--- config.mk ---
export PLATFORM = sky130hd
export DESIGN_NAME = muldiv_unit_flat
export DESIGN_NICKNAME = d
export VERILOG_FILES = /design/src/rtl/muldiv_unit_if.sv /design/src/rtl/muldiv_unit.sv /design/src/flat_wrapper.sv
export SDC_FILE = /design/constraint.sdc
export NUM_CORES = 1
export LEC_CHECK = 0
export CAP_MARGIN = 20
export CELL_PAD_IN_SITES_DETAIL_PLACEMENT = 0
export CELL_PAD_IN_SITES_GLOBAL_PLACEMENT = 1
export CORE_AREA = 3 3 188 190
export DETAILED_ROUTE_END_ITERATION = 8
export DIE_AREA = 0 0 191 193
export HOLD_SLACK_MARGIN = 0.12
export PLACE_DENSITY = 0.85
export SLEW_MARGIN = 20
export SYNTH_ARGS = -nofsm -noshare
export SYNTH_HDL_FRONTEND = slang
export SYNTH_SLANG_ARGS = --single-unit
export TNS_END_PERCENT = 5
--- constraint.sdc ---
create_clock -name clk -period 9.6 [get_ports clk]
set_input_delay 0.96 -clock clk [delete_from_list [all_inputs] [get_ports clk]]
set_output_delay 0.96 -clock clk [all_outputs]
set_load 0.03 [all_outputs]
--- src/rtl/muldiv_unit_if.sv ---
// Request/response bundle between the issue stage and the multiply/divide unit.
// The requester drives the op and operands; the unit returns status and result.
interface muldiv_unit_if #(
  parameter int XLEN = 32
);
  logic            start;
  logic [2:0]      funct3;
  logic [XLEN-1:0] rs1_data;
  logic [XLEN-1:0] rs2_data;
  logic            flush;
  logic            busy;
  logic            done;
  logic [XLEN-1:0] result;

  modport master (
    output start, funct3, rs1_data, rs2_data, flush,
    input  busy, done, result
  );

  modport slave (
    input  start, funct3, rs1_data, rs2_data, flush,
    output busy, done, result
  );
endinterface

--- src/rtl/muldiv_unit.sv ---
// Iterative RV32M multiply/divide unit.
// Operands are reduced to magnitudes at acceptance. An unsigned core then runs
// 32 shift-add or restoring-divide steps, and the sign fix-up is applied as the
// result is written. Divide-by-zero and signed overflow skip iteration entirely.
module muldiv_unit #(
  parameter int XLEN  = 32,
  parameter int CNT_W = 6
) (
  input  logic        clk,
  input  logic        rst,
  muldiv_unit_if.slave bus
);

  typedef enum logic [2:0] {
    MUL    = 3'b000,
    MULH   = 3'b001,
    MULHSU = 3'b010,
    MULHU  = 3'b011,
    DIV    = 3'b100,
    DIVU   = 3'b101,
    REM    = 3'b110,
    REMU   = 3'b111
  } muldiv_funct3_t;

  typedef enum logic [1:0] {IDLE, CALC, FIN} state_t;

  localparam logic [XLEN-1:0]  SMIN = {1'b1, {(XLEN-1){1'b0}}};
  localparam logic [CNT_W-1:0] LAST = CNT_W'(XLEN-1);

  state_t              state_q, state_d;
  muldiv_funct3_t      op_in, op_q;
  logic                accept, special, div_zero, div_ovf;
  logic                a_neg_in, b_neg_in, a_neg_q, b_neg_q;
  logic [XLEN-1:0]     a_mag_in, b_mag_in, b_mag_q, special_res;
  logic [2*XLEN-1:0]   acc_q, acc_nxt, prod;
  logic [XLEN-1:0]     rem_q, rem_nxt, quot, rmd, calc_res, result_q;
  logic [XLEN:0]       mul_sum, div_shift, div_diff;
  logic [CNT_W-1:0]    cnt_q;

  assign op_in  = muldiv_funct3_t'(bus.funct3);
  assign accept = (state_q == IDLE) && bus.start && !bus.flush;

  // Decode the incoming request: signedness, magnitudes and special cases.
  always_comb begin
    // NOTE: every output of a combinational block gets a default first so that
    // no path leaves it unassigned and a latch is inferred.
    special_res = '0;
    a_neg_in    = bus.rs1_data[XLEN-1] && (op_in inside {MUL, MULH, MULHSU, DIV, REM});
    b_neg_in    = bus.rs2_data[XLEN-1] && (op_in inside {MUL, MULH, DIV, REM});
    a_mag_in    = a_neg_in ? -bus.rs1_data : bus.rs1_data;
    b_mag_in    = b_neg_in ? -bus.rs2_data : bus.rs2_data;
    div_zero    = op_in[2] && (bus.rs2_data == '0);
    div_ovf     = ((op_in == DIV) || (op_in == REM)) &&
                  (bus.rs1_data == SMIN) && (bus.rs2_data == '1);
    special     = div_zero || div_ovf;
    // op_in[1] separates the remainder ops from the quotient ops.
    if (div_zero)     special_res = op_in[1] ? bus.rs1_data : '1;
    else if (div_ovf) special_res = op_in[1] ? '0 : SMIN;
  end

  // One iteration of the unsigned core plus the signed result it would produce.
  always_comb begin
    // Multiply: multiplier sits in acc[XLEN-1:0] and is consumed LSB first while
    // the partial product grows into the upper half.
    mul_sum   = {1'b0, acc_q[2*XLEN-1:XLEN]} + (acc_q[0] ? {1'b0, b_mag_q} : '0);
    // Divide: dividend bits leave acc[XLEN-1] MSB first and quotient bits enter
    // at the bottom. The trial subtraction is one bit wider so its top bit is
    // the borrow; the partial remainder itself always fits back into XLEN bits.
    div_shift = {rem_q, acc_q[XLEN-1]};
    div_diff  = div_shift - {1'b0, b_mag_q};
    if (op_q[2]) begin
      rem_nxt = div_diff[XLEN] ? div_shift[XLEN-1:0] : div_diff[XLEN-1:0];
      acc_nxt = {{XLEN{1'b0}}, acc_q[XLEN-2:0], ~div_diff[XLEN]};
    end else begin
      rem_nxt = rem_q;
      acc_nxt = {mul_sum, acc_q[XLEN-1:1]};
    end
    prod = (a_neg_q ^ b_neg_q) ? -acc_nxt : acc_nxt;
    quot = (a_neg_q ^ b_neg_q) ? -acc_nxt[XLEN-1:0] : acc_nxt[XLEN-1:0];
    rmd  = a_neg_q ? -rem_nxt : rem_nxt;
    case (op_q)
      MUL:                 calc_res = prod[XLEN-1:0];
      MULH, MULHSU, MULHU: calc_res = prod[2*XLEN-1:XLEN];
      DIV, DIVU:           calc_res = quot;
      default:             calc_res = rmd;
    endcase
  end

  // State register.
  always_ff @(posedge clk or negedge rst) begin
    // NOTE: clocked state is updated with non-blocking assignments so that all
    // registers sample the pre-edge values regardless of statement order.
    if (!rst) state_q <= IDLE;
    else      state_q <= state_d;
  end

  // Next-state logic; flush always returns to IDLE and beats a new start.
  always_comb begin
    state_d = state_q;
    case (state_q)
      IDLE: if (accept) state_d = special ? FIN : CALC;
      CALC: if (bus.flush)         state_d = IDLE;
            else if (cnt_q == LAST) state_d = FIN;
      default: state_d = IDLE;
    endcase
  end

  // Status outputs; a flush in the FIN cycle suppresses that done pulse.
  always_comb begin
    bus.busy   = (state_q != IDLE);
    bus.done   = (state_q == FIN) && !bus.flush;
    bus.result = result_q;
  end

  // Operand latch, iteration registers and result write.
  always_ff @(posedge clk or negedge rst) begin
    if (!rst) begin
      op_q     <= MUL;
      a_neg_q  <= 1'b0;
      b_neg_q  <= 1'b0;
      b_mag_q  <= '0;
      acc_q    <= '0;
      rem_q    <= '0;
      cnt_q    <= '0;
      result_q <= '0;
    end else if (accept) begin
      op_q    <= op_in;
      a_neg_q <= a_neg_in;
      b_neg_q <= b_neg_in;
      b_mag_q <= b_mag_in;
      acc_q   <= {{XLEN{1'b0}}, a_mag_in};
      rem_q   <= '0;
      cnt_q   <= '0;
      if (special) result_q <= special_res;
    end else if ((state_q == CALC) && !bus.flush) begin
      acc_q <= acc_nxt;
      rem_q <= rem_nxt;
      cnt_q <= cnt_q + 1'b1;
      if (cnt_q == LAST) result_q <= calc_res;
    end
  end

endmodule

--- src/flat_wrapper.sv ---
// flat-port wrapper written by rule: the top's interface ports become plain ports
module muldiv_unit_flat 
#(
  parameter int XLEN  = 32,
  parameter int CNT_W = 6
)
  (clk, rst, bus_start, bus_funct3, bus_rs1_data, bus_rs2_data, bus_flush, bus_busy, bus_done, bus_result);
  muldiv_unit_if #(.XLEN(XLEN)) bus_i ();
  input  logic clk;
  input  logic rst;
  input wire logic [$bits(bus_i.start)-1:0] bus_start;
  input wire logic [$bits(bus_i.funct3)-1:0] bus_funct3;
  input wire logic [$bits(bus_i.rs1_data)-1:0] bus_rs1_data;
  input wire logic [$bits(bus_i.rs2_data)-1:0] bus_rs2_data;
  input wire logic [$bits(bus_i.flush)-1:0] bus_flush;
  output wire logic [$bits(bus_i.busy)-1:0] bus_busy;
  output wire logic [$bits(bus_i.done)-1:0] bus_done;
  output wire logic [$bits(bus_i.result)-1:0] bus_result;
  assign bus_i.start = bus_start;
  assign bus_i.funct3 = bus_funct3;
  assign bus_i.rs1_data = bus_rs1_data;
  assign bus_i.rs2_data = bus_rs2_data;
  assign bus_i.flush = bus_flush;
  assign bus_busy = bus_i.busy;
  assign bus_done = bus_i.done;
  assign bus_result = bus_i.result;
  muldiv_unit #(.XLEN(XLEN), .CNT_W(CNT_W)) u_core (.clk(clk), .rst(rst), .bus(bus_i));
endmodule
# Word-level counts from Yosys, hierarchy flattened
# Cells that the tools add are included.
[totals] register_bits=173 latch_bits=0 ram_bits=0 mem_bits_ro=0 out_inout_bits=34 n_memories=0
[classes] n_addsub=8 mul=0 n_div=0 magnitude_cmp=0 eq_ne=17 shift=0 muxes=29 bitwise=2 n_reduce_logical=25
[op_table] cell="$mux 32" count=17
[op_table] cell="$mux 64" count=4
[op_table] cell="$neg 32->32" count=4
[op_table] cell="$pmux 32 s3" count=1
[op_table] cell="$eq 32x32->1 const B" count=2
[op_table] cell="$neg 64->64" count=1
[op_table] cell="$add 32x33->33" count=1
[op_table] cell="$sub 33x32->33" count=1
[op_table] cell="$logic_not 32->1" count=1
[op_table] cell="$eq 3x3->1 const B" count=4
[op_table] cell="$mux 6" count=2
[op_table] cell="$eq 3x2->1 const B" count=3
[op_table] cell="$logic_and 1x1->1" count=9
[op_table] cell="$mux 2" count=4
[op_table] cell="$add 6x1->6 const B" count=1
[op_table] cell="$eq 3x1->1 const B" count=2
[op_table] cell="$eq 6x5->1 const B" count=1
[op_table] cell="$logic_not 3->1" count=2
[op_table] cell="$reduce_bool 2->1" count=3
[op_table] cell="$reduce_bool 5->1" count=1
[op_table] cell="$pmux 2 s2" count=1
[op_table] cell="$reduce_bool 4->1" count=1
[op_table] cell="$ne 3x2->1 const B" count=1
[op_table] cell="$reduce_and 3->1" count=1
[op_table] cell="12 further kinds" count=13

# Longest topological paths before layout
[logic_depth] depth_word=9 ltp_mapped=24 ltp_nobuf=21

# Worst setup path before layout
# OpenSTA, ideal clock, no wires.
[synth_path] path_kind="reg2reg" start="register u_core.acc_q[31]" end="register u_core.result_q[20] (netlist: u_core.bus.result[20])" setup_ns=0.124 arrival_time_ns=5.221 t_required_ns=9.476 path_slack_ns=4.255 stages_incl_launch_ff=23 n_path_buf=3 period_less_slack_ns=5.345 cell_sequence="dfrtp_1 -> inv_1 -> ha_1 -> inv_1 -> fa_1 -> a211oi_2 -> o211ai_2 -> and3_2 -> o2111ai_2 -> mux2_2 -> nor2_2 -> clkbuf_1 -> clkbuf_1 -> a211oi_1 -> a21oi_1 -> ha_1 -> inv_1 -> or3_4 -> nand2b_4 -> buf_6 -> or3_4 -> mux2_1 -> a211o_1"
[synth_between] elab_chain_len=9 elab_cells_between_ends=15 classes_between="add/sub (4); mux (10); bitwise (1)"
[synth_rtl] element="start: declaration" line_no="muldiv_unit.sv:35" source="logic [2*XLEN-1:0] acc_q, acc_nxt, prod;"
[synth_rtl] element="start signal: assignment" line_no="muldiv_unit.sv:131" source="acc_q <= {{XLEN{1'b0}}, a_mag_in};"
[synth_rtl] element="start signal: assignment" line_no="muldiv_unit.sv:136" source="acc_q <= acc_nxt;"
[synth_rtl] element="$sub 33x32->33" line_no="muldiv_unit.sv:70" source="div_diff = div_shift - {1'b0, b_mag_q};"
[synth_rtl] element="$not 1->1 / $mux 32 (equally long branches)" line_no="muldiv_unit.sv:73, muldiv_unit.sv:72"
[synth_rtl] element="$mux 64 / $mux 32 (equally long branches)" line_no="muldiv_unit.sv:71" source="if (op_q[2]) begin"
[synth_rtl] element="$neg 64->64, or another cell as far along" line_no="muldiv_unit.sv:78" source="prod = (a_neg_q ^ b_neg_q) ? -acc_nxt : acc_nxt;"
[synth_rtl] element="$mux 64, or another cell as far along" line_no="muldiv_unit.sv:78"
[synth_rtl] element="$pmux 32 s3 (*)" line_no="muldiv_unit.sv:81" source="case (op_q)"
[synth_rtl] element="$mux 32 (*)" line_no="muldiv_unit.sv:139" source="if (cnt_q == LAST) result_q <= calc_res;"
[synth_rtl] element="$mux 32 (*)" line_no="muldiv_unit.sv:135" source="end else if ((state_q == CALC) && !bus.flush) begin"
[synth_rtl] element="$mux 32 (*)" line_no="muldiv_unit.sv:126" source="end else if (accept) begin"
[synth_rtl] element="end signal: assignment" line_no="muldiv_unit.sv:134" source="if (special) result_q <= special_res;"
[synth_rtl] element="end signal: assignment" line_no="muldiv_unit.sv:139"
[synth_rtl] element="end: declaration" line_no="muldiv_unit.sv:36" source="logic [XLEN-1:0] rem_q, rem_nxt, quot, rmd, calc_res, result_q;"
# Every way passes the cells marked *; elsewhere a longest branch is shown, timed or not. The select of a mux whose other input is x is not followed.
# A chain may end at the register's enable or synchronous reset.

# Worst setup path after layout
# Same ends and word-level chain as after synthesis.

==> impl_summary.txt <==
----------------------------------------------------
[STA]
  Worst hold margin ... 0.463 ns
  Fraction of the cycle the final worst path needs ... 58.0%
  Minimum period implied by the final worst setup slack ... 5.57 ns
  Final Hold Viols ... 0
  Setup repair after global routing missed its margin ... false
  Worst max-slew margin expressed relative to the limit ... 25.8%
  Worst Clk Skew ... ~0.026 ns
  Maximum achievable frequency ... roughly 180 MHz
  Sum of negative setup slack ... 0 ns
  Final setup violation count ... 0
  Slew at the pin closest to its max-slew limit ... about 1.1 ns
  Max Slew Vio Count ... 0

[Yosys]
  Post-synthesis instance area ... 0.0165 sq mm
  Syn Area/Cell ... approximately 7.6 sq um
  Syn Inst Count ... 2180
  Ys Warns ... 0
  Register bit count reported by yosys ... around 170
  Prevailing post-synth register cell ... sky130_fd_sc_hd__dfrtp_1
  Number of distinct library cell variants in the gate-level netlist after synthesis ... 95
  Post-Synthesis Net Count ... ~2.3k
  Async S/R FF share, synth ... 100%
  Sequential-to-total area share from yosys stat ... 26.3%
  Number of enable flip-flop cells after synthesis ... 0

[Detailed routing]
  Total Wirelength ... 66200 microns
  DRC ... 0
  Total vias in the final route ... 17.4k
  Average wire per cell in the routed design ... 24.9 microns
  Total iterations of the first detailed-routing run ... 8
  DRC violation total after the first TritonRoute iteration ... 2117
  ANT nets after route ... 0
  Vias/cell ... 6.55

[CTS]
  CTS tree ... built
  Number of setup buffers added after CTS ... 0
  Total clock buffers created by CTS ... 17
  Post-CTS resize count ... 0
  Skew-Pair Late Insertion Delay ... 0.48 ns
  Post-CTS Hold Buffers ... 0
  Worst-case clock buffer depth ... 2
  TritonCTS sink count ... 173
  Clock-pin transition on the worst setup and hold timing paths ... 0.09 ns
  Max H-tree Level ... 4
  Cell chosen for the clock root ... sky130_fd_sc_hd__clkbuf_16

[Power]
  Share of power burned in combinational logic ... 59.0%
  Clk network pwr share ... roughly 18%
  Largest vdd supply drop ... 0.168 mV
  Share of total power in sequential cells ... a little under a quarter
  Sw Share ... 50.8%
  Internal power ... about 2300 uW
  Static leakage ... 0.00750 uW
  Power density over the cells ... ~250 mW/mm^2
  Net switching power of the design ... 2340 uW

[Finish]
  Fraction of layout cells with a size suffix above 1 ... between 5 and 6%
  Post-layout nets ... between 2k and 2.5k
  Total of fill cells in the finished design ... 3239
  Area Overhead vs Synth ... 12.0%

[Placed design]
  Detail Placement HPWL ... ~50000 microns
  Last weighted congestion value of the routability-driven placer ... 0.979
  Quantity of I/O buffers inserted on ports ... about 100

[Global routing]
  Wire length of the first global-routing pass ... roughly 100000 microns
  Overall overflow remaining after global route ... 0
  Global router's overall resource usage ... 35.6%
  Maximum number of pins on one net before global-route repair ... 131
  Initial antenna violation count ... 8
  Number of global-route vias before repair ... around 16k

[Setup path]
  Category of the critical setup timing path ... register to register
  Arrival time of data at the critical path endpoint ... 5.94 ns
  Top fanout value on the critical path ... 27
  Data required time of the critical path ... 9.97 ns
  Capturing element type of the critical path ... register
  CP Launch Type ... register

[Floorplanning]
  Initial Utilization ... about half
  Floorplan row count ... between 60 and 70
  Area of the die ... 0.0369 sq mm
  I/O pin count ... between 100 and 150
  Placeable Area ... 0.0336 sq mm
  Height of the die ... 193 microns
  Overall die width ... ~190 microns

[Hold path]
  Classification of the worst-slack hold path ... primary input to async pin

[Outcome]
  Run status ... finished clean

[Flow run]
  Max-cap violation count ... 0

----------------------------------------------------
-- placed cells by master (no fill, tap or decap), types with 12 or more instances in the layout --
master                            Yosys  final
sky130_fd_sc_hd__or3_1               19     19
sky130_fd_sc_hd__and3_1              14     14
sky130_fd_sc_hd__inv_1               78     78
sky130_fd_sc_hd__clkdlybuf4s50_1      0    103
sky130_fd_sc_hd__o21bai_1            13     13
sky130_fd_sc_hd__xnor2_1            103    102
sky130_fd_sc_hd__ha_1                69     69
sky130_fd_sc_hd__nand2_1            244    244
sky130_fd_sc_hd__a21oi_1            194    193
sky130_fd_sc_hd__nand4_1             36     36
sky130_fd_sc_hd__o21a_1              12     12
sky130_fd_sc_hd__o21ai_0            223    223
sky130_fd_sc_hd__nor3_1              55     54
sky130_fd_sc_hd__a22o_1              36     36
sky130_fd_sc_hd__a21o_1              23     23
sky130_fd_sc_hd__and2_1              49     48
sky130_fd_sc_hd__a211oi_1            20     20
sky130_fd_sc_hd__dfrtp_1            173    172
sky130_fd_sc_hd__nor2_1             181    180
sky130_fd_sc_hd__nor4_1              23     23
sky130_fd_sc_hd__mux2i_1             40     40
sky130_fd_sc_hd__clkbuf_16            0     17
sky130_fd_sc_hd__nand2b_1            16     16
sky130_fd_sc_hd__nand3_1             38     38
sky130_fd_sc_hd__xor2_1              70     70
sky130_fd_sc_hd__o211ai_1            50     50
sky130_fd_sc_hd__buf_4                1     26
sky130_fd_sc_hd__o31ai_1             22     22
sky130_fd_sc_hd__a31oi_1             41     41
sky130_fd_sc_hd__nor2b_1             12     12
-- flip-flops by register name, indices dropped and copies added (netlist names) --
signal	count
u_core.acc_q	64
u_core.b_mag_q	32
u_core.bus.result	32
u_core.rem_q	32
u_core.cnt_q	6
u_core.op_q	3
u_core.state_q	2
u_core.a_neg_q	1
u_core.b_neg_q	1
-- cell usage after synthesis, types with 40 or more instances --
| cell | number | share of area (%) |
|---|---|---|
| sky130_fd_sc_hd__dfrtp_1 | 173 | 26 |
| sky130_fd_sc_hd__xor2_1 | 70 | 3.7 |
| sky130_fd_sc_hd__ha_1 | 69 | 5.2 |
| sky130_fd_sc_hd__clkbuf_1 | 104 | 2.4 |
| sky130_fd_sc_hd__o21ai_0 | 223 | 6.8 |
| sky130_fd_sc_hd__inv_1 | 78 | 1.8 |
| sky130_fd_sc_hd__nor2_1 | 181 | 4.1 |
| sky130_fd_sc_hd__xnor2_1 | 103 | 5.5 |
| sky130_fd_sc_hd__a31oi_1 | 41 | 1.6 |
| sky130_fd_sc_hd__mux2i_1 | 40 | 2.4 |
| sky130_fd_sc_hd__nand2_1 | 244 | 5.6 |
| sky130_fd_sc_hd__a21oi_1 | 194 | 5.9 |
| sky130_fd_sc_hd__nor3_1 | 55 | 1.7 |
| sky130_fd_sc_hd__and2_1 | 49 | 1.9 |
| sky130_fd_sc_hd__o211ai_1 | 50 | 2.3 |
-- power by group through the flow --
stage                     Sequential, uW  Clock [uW]  Combinational (uW)
final                               1080         813                2710
after global routing                1090         848                2920
after CTS                           1060         815                2640
after detailed placement            1070           0                2630
after global placement              1070           0                2630
after floorplan                      972           0                1880
-- final timing paths --
check	startpoint	end	depth (start not counted)	slack, ns
min in group clk	u_core.acc_q[47]	u_core.acc_q[47]	2	0.49
min	rst	u_core.acc_q[7]	1	0.46
max reg2reg	u_core.acc_q[31]	u_core.bus.result[20]	21	4.03
max	u_core.acc_q[31]	u_core.bus.result[20]	21	4.03
min reg2reg	u_core.acc_q[47]	u_core.acc_q[47]	2	0.49
max in group asynchronous	rst	u_core.b_mag_q[21]	3	7.06
-- layout make-up --
cell class              count  area (sq um)  area share, %
clock inverters            14           229           1.24
multi-input cells        1792         11300           61.5
repair buffers            131          1260           6.81
diodes                      1          2.50         0.0136
well taps                 448           561           3.04
flip-flops and latches    173          4330           23.5
inverters                  80           300           1.63
clock buffers              18           429           2.32
-- kinds of logic (layout without fill, tap and decap cells) --
family / count (synthesis) / count (layout) / share of synthesized area (%)
xor gates and xnor gates: 173 / 173 / 9.19
and+or+nand+nor: 750 / 750 / 22.1
AOI/OAI and AO/OA: 751 / 751 / 29.0
buffers and inverters: 215 / 243 / 5.10
muxes: 47 / 47 / 2.92
other: 0 / 1 / 0
DFF: 173 / 173 / 26.3
adders and majority gates: 71 / 71 / 5.48
-- critical path: stages (launching register included) --
cell                        delay (ns)
sky130_fd_sc_hd__dfrtp_1          0.48
sky130_fd_sc_hd__inv_1            0.09
sky130_fd_sc_hd__ha_1             0.15
sky130_fd_sc_hd__inv_1            0.05
sky130_fd_sc_hd__fa_1             0.43
sky130_fd_sc_hd__a211oi_2         0.27
sky130_fd_sc_hd__o211ai_2         0.16
sky130_fd_sc_hd__and3_2           0.26
sky130_fd_sc_hd__o2111ai_2        0.24
sky130_fd_sc_hd__mux2_2           0.52
sky130_fd_sc_hd__nor2_2           0.12
sky130_fd_sc_hd__buf_4            0.28
sky130_fd_sc_hd__nor2_1           0.13
sky130_fd_sc_hd__a211oi_1         0.06
sky130_fd_sc_hd__a21oi_1          0.24
sky130_fd_sc_hd__ha_1             0.22
sky130_fd_sc_hd__inv_1            0.08
sky130_fd_sc_hd__or3_4            0.41
sky130_fd_sc_hd__nand2b_4         0.20
sky130_fd_sc_hd__or3_4            0.42
sky130_fd_sc_hd__mux2_1           0.32
sky130_fd_sc_hd__a211o_1          0.29
-- per-stage QoR --
stage / instance area, sq um / utilization [%] / total power, uW / instances / worst slack [ns]
CTS: 18500 / 54.9 / 4520 / 2656 / 4.10
detailed placement: 17800 / 53.0 / 3700 / 2624 / 4.13
floorplan: 16500 / - / 2860 / 2180 / 4.26
finish: 18500 / 54.9 / 4600 / 2657 / 4.03
global route: 18500 / 54.9 / 4860 / 2656 / 3.76
global placement: 17800 / 52.9 / 3700 / 2624 / 4.17
-- metal layers --
metal	up-vias	global-route usage [%]	wire length [microns]
li1	7989	-	-
met1	8393	49.0	28200
met2	889	55.0	29100
met3	121	9.71	6950
met4	0	10.4	1900
met5	-	0	0
Power figures use the tool's default switching activity.
